[src/rtl/popcount_enum_int8.sv]
// popcount_enum_int8
//   Enumerates, in increasing numeric order, every WIDTH-bit word whose
//   popcount equals a requested K. One word is offered per beat on a
//   valid/ready stream; a new word follows every accepted beat.
//
//   Optional feature macro: POPCOUNT_ENUM_IDX_EN adds the IDX rank output.
//
// Ports
//   clk        rising-edge clock
//   rst_n      asynchronous active-low reset
//   start      request a new enumeration (honoured only while idle)
//   K          target popcount, sampled with start
//   busy       high from the cycle after start until the last beat is accepted
//   out_valid  Y is valid
//   out_ready  consumer accepts Y when out_valid && out_ready
//   Y          current enumerated word
//   last       Y is the final word of the run (qualified by out_valid)
//   err        one-cycle pulse after a start with K > WIDTH
//   IDX        rank of Y starting at 0 (POPCOUNT_ENUM_IDX_EN only)
module popcount_enum_int8 #(
    parameter int WIDTH = 8,
    parameter int CNT_W = 4,
    parameter int IDX_W = 8
) (
    input  logic             clk,
    input  logic             rst_n,
    input  logic             start,
    input  logic [CNT_W-1:0] K,
    output logic             busy,
    output logic             out_valid,
    input  logic             out_ready,
    output logic [WIDTH-1:0] Y,
    output logic             last,
    output logic             err
`ifdef POPCOUNT_ENUM_IDX_EN
    ,
    output logic [IDX_W-1:0] IDX
`endif
);

    typedef enum logic {IDLE, EMIT} state_t;

    localparam logic [CNT_W-1:0] WIDTH_K = CNT_W'(WIDTH);

    // Word with the k lowest bits set: the smallest word of popcount k.
    function automatic logic [WIDTH-1:0] low_ones(input logic [CNT_W-1:0] k);
        logic [31:0] kk;
        logic [WIDTH-1:0] m;
        kk = 32'(k);
        m  = '0;
        for (int i = 0; i < WIDTH; i++) m[i] = (32'(i) < kk);
        return m;
    endfunction

    // Word with the k highest bits set: the largest word of popcount k.
    function automatic logic [WIDTH-1:0] high_ones(input logic [CNT_W-1:0] k);
        logic [31:0] kk;
        logic [WIDTH-1:0] m;
        kk = 32'(k);
        m  = '0;
        for (int i = 0; i < WIDTH; i++) m[i] = (32'(i) + kk >= 32'(WIDTH));
        return m;
    endfunction

    function automatic logic [CNT_W-1:0] trailing_zeros(input logic [WIDTH-1:0] x);
        logic [CNT_W-1:0] tz;
        tz = WIDTH_K;
        for (int i = WIDTH - 1; i >= 0; i--) begin
            if (x[i]) tz = CNT_W'(i);
        end
        return tz;
    endfunction

    // Gosper step: next larger word with the same popcount, no divider.
    // The lowest run of ones is carried up by one, and the remaining
    // ones of that run are shifted back down to bit 0.
    function automatic logic [WIDTH-1:0] gosper_next(input logic [WIDTH-1:0] x);
        logic [WIDTH-1:0] c;
        logic [WIDTH:0]   r;
        logic [WIDTH-1:0] low;
        c   = x & (~x + 1'b1);
        r   = {1'b0, x} + {1'b0, c};
        low = ((x ^ r[WIDTH-1:0]) >> 2) >> trailing_zeros(x);
        // A carry-out only happens past the final word; never wrap silently.
        return r[WIDTH] ? '0 : (r[WIDTH-1:0] | low);
    endfunction

    state_t           state_q, state_d;
    logic [WIDTH-1:0] y_q, y_d;
    logic [CNT_W-1:0] k_q, k_d;
    logic [IDX_W-1:0] idx_q, idx_d;
    logic             err_q, err_d;
    logic             at_last;

    assign at_last = (y_q == high_ones(k_q));

    always_comb begin
        state_d = state_q;
        y_d     = y_q;
        k_d     = k_q;
        idx_d   = idx_q;
        err_d   = 1'b0;
        case (state_q)
            IDLE: begin
                if (start) begin
                    if (K > WIDTH_K) begin
                        err_d = 1'b1;
                    end else begin
                        y_d     = low_ones(K);
                        k_d     = K;
                        idx_d   = '0;
                        state_d = EMIT;
                    end
                end
            end
            EMIT: begin
                // start is deliberately not looked at here.
                if (out_ready) begin
                    if (at_last) begin
                        y_d     = '0;
                        idx_d   = '0;
                        state_d = IDLE;
                    end else begin
                        y_d   = gosper_next(y_q);
                        idx_d = idx_q + 1'b1;
                    end
                end
            end
            default: state_d = IDLE;
        endcase
    end

    always_ff @(posedge clk or negedge rst_n) begin
        if (!rst_n) begin
            state_q <= IDLE;
            y_q     <= '0;
            k_q     <= '0;
            idx_q   <= '0;
            err_q   <= 1'b0;
        end else begin
            state_q <= state_d;
            y_q     <= y_d;
            k_q     <= k_d;
            idx_q   <= idx_d;
            err_q   <= err_d;
        end
    end

    assign busy      = (state_q == EMIT);
    assign out_valid = (state_q == EMIT);
    assign Y         = y_q;
    assign last      = (state_q == EMIT) && at_last;
    assign err       = err_q;

`ifdef POPCOUNT_ENUM_IDX_EN
    assign IDX = idx_q;
`else
    // Rank counter has no observer without the IDX port.
    logic unused_idx;
    assign unused_idx = ^idx_q;
`endif

endmodule

[config.mk]
export PLATFORM = sky130hd
export DESIGN_NAME = popcount_enum_int8
export DESIGN_NICKNAME = d
export VERILOG_FILES = /design/src/rtl/popcount_enum_int8.sv
export SDC_FILE = /design/constraint.sdc
export NUM_CORES = 1
export LEC_CHECK = 0
export ABC_AREA = 1
export CORE_AREA = 3 3 63 65
export CTS_BUF_LIST = sky130_fd_sc_hd__clkbuf_4
export CTS_CLUSTER_SIZE = 8
export DETAILED_ROUTE_END_ITERATION = 12
export DIE_AREA = 0 0 66 68
export HOLD_SLACK_MARGIN = 0.08
export REMOVE_ABC_BUFFERS = 1
export SYNTH_ARGS = -nofsm -noshare
export SYNTH_HDL_FRONTEND = slang
export SYNTH_SLANG_ARGS = --single-unit
export TNS_END_PERCENT = 20
[constraint.sdc]
create_clock -name clk -period 2.02 [get_ports clk]
set_clock_uncertainty 0.1 [all_clocks]
set_input_delay 0.404 -clock clk [delete_from_list [all_inputs] [get_ports clk]]
set_output_delay 0.404 -clock clk [all_outputs]
set_load 0.01 [all_outputs]
==> impl_metrics.toml, run 1 <==
[outcome]
status = "finished with violations"
violations = "negative setup slack"

[worst_setup_path]
cp_slowest_cell = "dfrtp_2"
slowest_delay_ns = 0.45
worstSetupEndpoint = "last"
start_kind = "flip-flop"
worstPathArrival_ns = 1.57
regToRegStartpoint = "Y[0]"
crit_required_ns = 1.52
timing_worst_setup_path_type = "flip-flop to output port"
critPathLaunch = "k_q[2]"
rrSetupSlack_ns = 0.06
crit_top_cell = "nand2_1"
end_kind = "output port"
critPathMaxFanout = 5
crit_chain = "nor2_2 > nand2_1 > xor2_1 > nor3_2 > nand2_1 > nor2_1 > buf_2"
rr_worst_depth = 11
r2r_end = "Y[1]"

[drt]
num_vias = 1478
routed_wl_um = 3615
drt-initial-drc-count = 71
avgViaCountPerCell = 4.814
drtAntennaViolNets = 0
route.met2.wl_um = 1742
wl_met1_um = 1750
wl_per_cell_um = 11.78
drt_first_pass_iters = 4
dr_wl_met3_um = 88
route.detailed.drc = 0
dr.max_layer_used = "met4"

[timing]
worst_pin_slew_ns = 0.2290
max_freq_mhz = 481.5
max-slew-margin-rel_pct = 84.57
post-route-min-period_ns = 2.077
setup_ws_ns = -0.05683
finalHoldViolations = 0
period_share_pct = 102.8
rsz0062_at_grt = "yes"
fin_setup_tns_ns = -0.05683
finalSetupViolCount = 1
slew_viol_final = 0
holdWs_ns = 0.3124

[cells_and_area]
syn2layout_area_growth_pct = 37.60
multiInputGateArea_um2 = 897.1
regArea_um2 = 352.8
nets = 270
diodes = 0
drive_gt1_share_pct = 27.20
design_area_um2 = 1854
fillerInstances = 346

[placement]
port_buffers = 19
post-place-ws_ns = -0.1836
gp_congestion = 0.8713
placed_area_um2 = 1800
hpwl_um = 3017

[cts]
clockRootBuffer = "clkbuf_4"
clk_latency_ns = 0.29
clock_sinks = 14
cts_tree = "done"
cts_inserted_buffers = 3
cts_buffer_depth = 2
path_clk_slew_ns = 0.09
cts_max_level = 1

[synthesis]
avgSynthCellArea_um2 = 6.356
synth-seq-area-share_pct = 26.00
synth.area.top_cells = "dfrtp_1 26%, nand2_1 16%, nor2_1 7.5%"
ys_seq_elements = 14
synthDistinctLibCells = 30
synth_top_cell_by_area = "dfrtp_1"
synth_area_um2 = 1348
syn_inst = 212
ys_warn_count = 0
synth.top_cell.area_share_pct = 26.00

[global_routing]
grt_max_degree = 15
antenna_found_initial = 0
grt_first_pass_wirelength_um = 6168
overflow = 0
track_usage_pct = 17.63
grt_pass1_vias = 1400

[power_and_ir_drop]
powerDensity_nw_per_um2 = 1582
fin_total_pwr_w = 0.002934
leakagePower_nw = 0.9088
irDropWorstVdd_uv = 701.4

[floorplanning]
pin_count = 20
die_area_um2 = 4488
die_x_um = 66
die_h_um = 68
rows = 21
core_area_um2 = 3390
start_util_pct = 39.76

[job]
cap_violations = 0

[hold_path]
hold_path_class = "primary input to asynchronous set/reset pin"
[kinds of logic after synthesis]
| family | Yosys count | share of synthesized area, % |
|---|---|---|
| XOR/XNOR | 7 | 5.107 |
| buffers and inverters | 31 | 9.656 |
| flip-flops | 14 | 26.00 |
| AO/OA/AOI/OAI | 39 | 16.06 |
| AND/OR/NAND/NOR | 121 | 43.18 |
[placed cells by master (no fill, tap or decap), types with 3 or more instances in the layout]
master and instances:
nand2_1 54, buf_4 32, nor2_1 24, inv_1 20
clkdlybuf4s50_1 18, nand3_1 15, a21oi_1 15, dfrtp_1 12
o21ai_0 12, nand2_2 7, xor2_1 5, nor2_4 5
inv_2 4, nor2_2 4, a31oi_1 3, clkbuf_4 3
[stage by stage]
| step | cells | util, % |
|---|---|---|
| after floorplan | 206 | - |
| after global placement | 303 | 53.12 |
| after CTS | 307 | 54.12 |
| after global routing | 307 | 54.71 |
| after detailed placement | 303 | 53.12 |
| final | 307 | 54.71 |
[what timing repair did]
action / 4_1_cts / 5_1_grt
pin swaps: 3 / 3
hold buffers: 0 / 0
gates resized for setup: 10 / 8
buffers inserted: 0 / 0
setup endpoints to repair: 3 / 7
[per-layer routing]
layer	GRT usage, %	up-vias
li1	-	781
met1	23.02	671
met2	32.04	21
met3	1.149	5
met4	3.807	0
met5	0	-
[layout make-up]
class	instances	share of cell area, %
clock inverter	1	0.2024
sequential	14	19.03
clock buffer	3	1.215
multi-input combinational	167	48.38
inverter	25	5.128
tap	46	3.104
timing repair buffer	51	22.94
[report_power, final]
group	switching [W]	leakage, nW	internal, W
sequential	0.000107	0.152	0.000397
combinational	0.00130	0.741	0.000962
clock	0.0000953	0.0154	0.0000717
total	0.00150	0.909	0.00143
[cell usage after synthesis (all sizes together)]
cell type,instances
nor3,4
a21oi,17
nand4,3
nand3,17
buf,6
clkinv,1
or2,1
dfrtp,14
a31oi,3
xor2,6
inv,24
o211ai,3
nor2,33
o21ai,15
xnor2,1
nand2,63
o22ai,1
[worst max-delay path: cells and delay by family, from the launching register on]
kind	cells	cell delay, ns
and+or+nand+nor	5	0.55
DFF	1	0.45
xor gates and xnor gates	1	0.15
buffers and inverters	1	0.13
[worst min-delay path by stage]
stage / to / cells after the start / slack [ns]
floorplan: Y[0] / 0 / 0.008
global placement: Y[0] / 2 / 0.50
detailed placement: Y[0] / 2 / 0.50
CTS: err / 2 / 0.32
global route: err / 2 / 0.34
finish: err / 2 / 0.31
[state kept, by name (all words and copies together) (netlist names)]
register	flops
err	1
busy	1
k_q	4
Y	8
(Power assumes the default switching activity.)
==> run 2, diff against run 1 <==
--- a/config.mk
+++ b/config.mk
@@ -8,11 +8,13 @@
 export ABC_AREA = 1
 export CORE_AREA = 3 3 63 65
 export CTS_BUF_LIST = sky130_fd_sc_hd__clkbuf_4
+export CTS_CLUSTER_DIAMETER = 200
 export CTS_CLUSTER_SIZE = 8
 export DETAILED_ROUTE_END_ITERATION = 12
 export DIE_AREA = 0 0 66 68
 export HOLD_SLACK_MARGIN = 0.08
 export REMOVE_ABC_BUFFERS = 1
+export SETUP_SLACK_MARGIN = 0.15
 export SYNTH_ARGS = -nofsm -noshare
 export SYNTH_HDL_FRONTEND = slang
 export SYNTH_SLANG_ARGS = --single-unit
==> run 2 against run 1 <==
- sequential cell count unchanged
- via count up 0.95%
- cell count up 0.33%
- total power up 2.2%
- die area unchanged
- largest cell class unchanged
- utilization up 1.4 points
- the flow still finishes with violations (negative setup slack)
- critical path depth unchanged
- critical endpoint unchanged
- combinational power up 3%
- clock power about the same
- non-clock buffer count up 1
- first-iteration DRC count down 17%
- clock-buffer cell count unchanged
==> impl_metrics.toml, run 2 (synthesis results as in run 1) <==
[cts]
cts_buffer_depth = 2
clockRootBuffer = "clkbuf_4"
cts_max_level = 1
cts_tree = "done"
path_clk_slew_ns = 0.09
clk_latency_ns = 0.28
clock_sinks = 14
cts_inserted_buffers = 3

[outcome]
status = "finished with violations"
violations = "negative setup slack"

[timing]
setup_ws_ns = -0.05618
worst_pin_slew_ns = 0.2966
finalHoldViolations = 0
post-route-min-period_ns = 2.076
fin_setup_tns_ns = -0.05618
finalSetupViolCount = 1
period_share_pct = 102.8
max-slew-margin-rel_pct = 80.21
slew_viol_final = 0
rsz0062_at_grt = "yes"
max_freq_mhz = 481.7

[global_routing]
grt_pass1_vias = 1414
track_usage_pct = 17.81
grt_first_pass_wirelength_um = 6237
overflow = 0
antenna_found_initial = 0
grt_max_degree = 15

[drt]
drtAntennaViolNets = 0
wl_per_cell_um = 11.99
drt-initial-drc-count = 59
avgViaCountPerCell = 4.844
route.detailed.drc = 0
drt_first_pass_iters = 4
num_vias = 1492
routed_wl_um = 3692

[worst_setup_path]
crit_chain = "nor2_2 > nand2_1 > xor2_1 > nor3_2 > nand2_1 > nor2_1 > buf_2"
crit_top_cell = "nand2_1"
crit_required_ns = 1.52
worstPathArrival_ns = 1.57
start_kind = "flip-flop"
cp_slowest_cell = "dfrtp_2"
end_kind = "output port"
critPathMaxFanout = 5
timing_worst_setup_path_type = "flip-flop to output port"
slowest_delay_ns = 0.45

[job]
cap_violations = 0

[power_and_ir_drop]
powerDensity_nw_per_um2 = 1576
leakagePower_nw = 0.9352
irDropWorstVdd_uv = 698.7
fin_total_pwr_w = 0.002997

[cells_and_area]
syn2layout_area_growth_pct = 41.13
drive_gt1_share_pct = 30.15
design_area_um2 = 1902
nets = 271
diodes = 0
final_common_cell = "nand2_1"
final_cell_mix = "51 x nand2_1, 32 x buf_4, 23 x nor2_1, 20 x inv_1, 15 x nand3_1"
largest_reg_flops = 8

[floorplanning]
die_h_um = 68
core_area_um2 = 3390
start_util_pct = 39.76
die_area_um2 = 4488
rows = 21
die_x_um = 66
pin_count = 20

[placement]
placed_area_um2 = 1800
port_buffers = 19
hpwl_um = 3017
gp_congestion = 0.8713
post-place-ws_ns = -0.1836

[hold_path]
hold_path_class = "primary input to asynchronous set/reset pin"
## run 2: power breakdown
part           leakage, nW  internal (W)  switching [W]  total [W]
registers            0.152      0.000397       0.000109   0.000506
clock network       0.0154     0.0000717      0.0000968   0.000169
logic                0.767      0.000971        0.00135    0.00232
total                0.935       0.00144        0.00156    0.00300
## run 2: worst max-delay path: cells and delay by family, from the launching register on
| kind | cells | cell delay, ns |
|---|---|---|
| and+or+nand+nor | 5 | 0.55 |
| xor gates and xnor gates | 1 | 0.15 |
| buffers and inverters | 1 | 0.13 |
| DFF | 1 | 0.45 |
## run 2: layer usage
metal	routed length, um	track usage (%)	up-vias
met2	1820	31.91	23
li1	-	-	780
met5	0	0	-
met1	1745	23.32	682
met4	43	4.061	0
met3	83	1.478	7
## run 2: worst paths after layout
kind | startpoint | to | slack (ns) | cells after the start
min reg2reg | Y[0] | Y[0] | 0.52 | 2
min | rst_n | err | 0.31 | 2
max reg2reg | Y[0] | Y[4] | 0.03 | 11
max | k_q[2] | last | -0.06 | 7
max in group asynchronous | rst_n | k_q[1] | 1.32 | 2
min in group clk | Y[0] | Y[0] | 0.52 | 2
## run 2: metrics by stage
step	hold WS (ns)	instances	util (%)
after floorplan	0.008409	206	-
after global placement	0.4995	303	53.12
after detailed placement	0.4963	303	53.12
after CTS	0.3213	308	54.48
after global routing	0.3380	308	56.11
final	0.3134	308	56.11
## run 2: repair_timing
item,4_1_cts,5_1_grt
setup endpoints to repair,12,13
hold buffers,0,0
setup buffers,1,0
resized for setup,19,18
pin swaps,7,6
## run 2: final cells by class
class	count	area, um^2
Tap cell	46	57.56
Fill cell	346	1488
Clock inverter	1	3.754
Inverter	25	95.09
Timing Repair Buffer	52	440.4
Sequential cell	14	352.8
Multi-Input combinational cell	167	929.6
Clock buffer	3	22.52
==> run 3, diff against run 2 <==
--- a/config.mk
+++ b/config.mk
@@ -12,7 +12,7 @@
 export CTS_CLUSTER_SIZE = 8
 export DETAILED_ROUTE_END_ITERATION = 12
 export DIE_AREA = 0 0 66 68
-export HOLD_SLACK_MARGIN = 0.08
+export HOLD_SLACK_MARGIN = 0.15
 export REMOVE_ABC_BUFFERS = 1
 export SETUP_SLACK_MARGIN = 0.15
 export SYNTH_ARGS = -nofsm -noshare
==> results of run 3 <==
The final DEF is identical to that of run 2; final timing and power are the same.
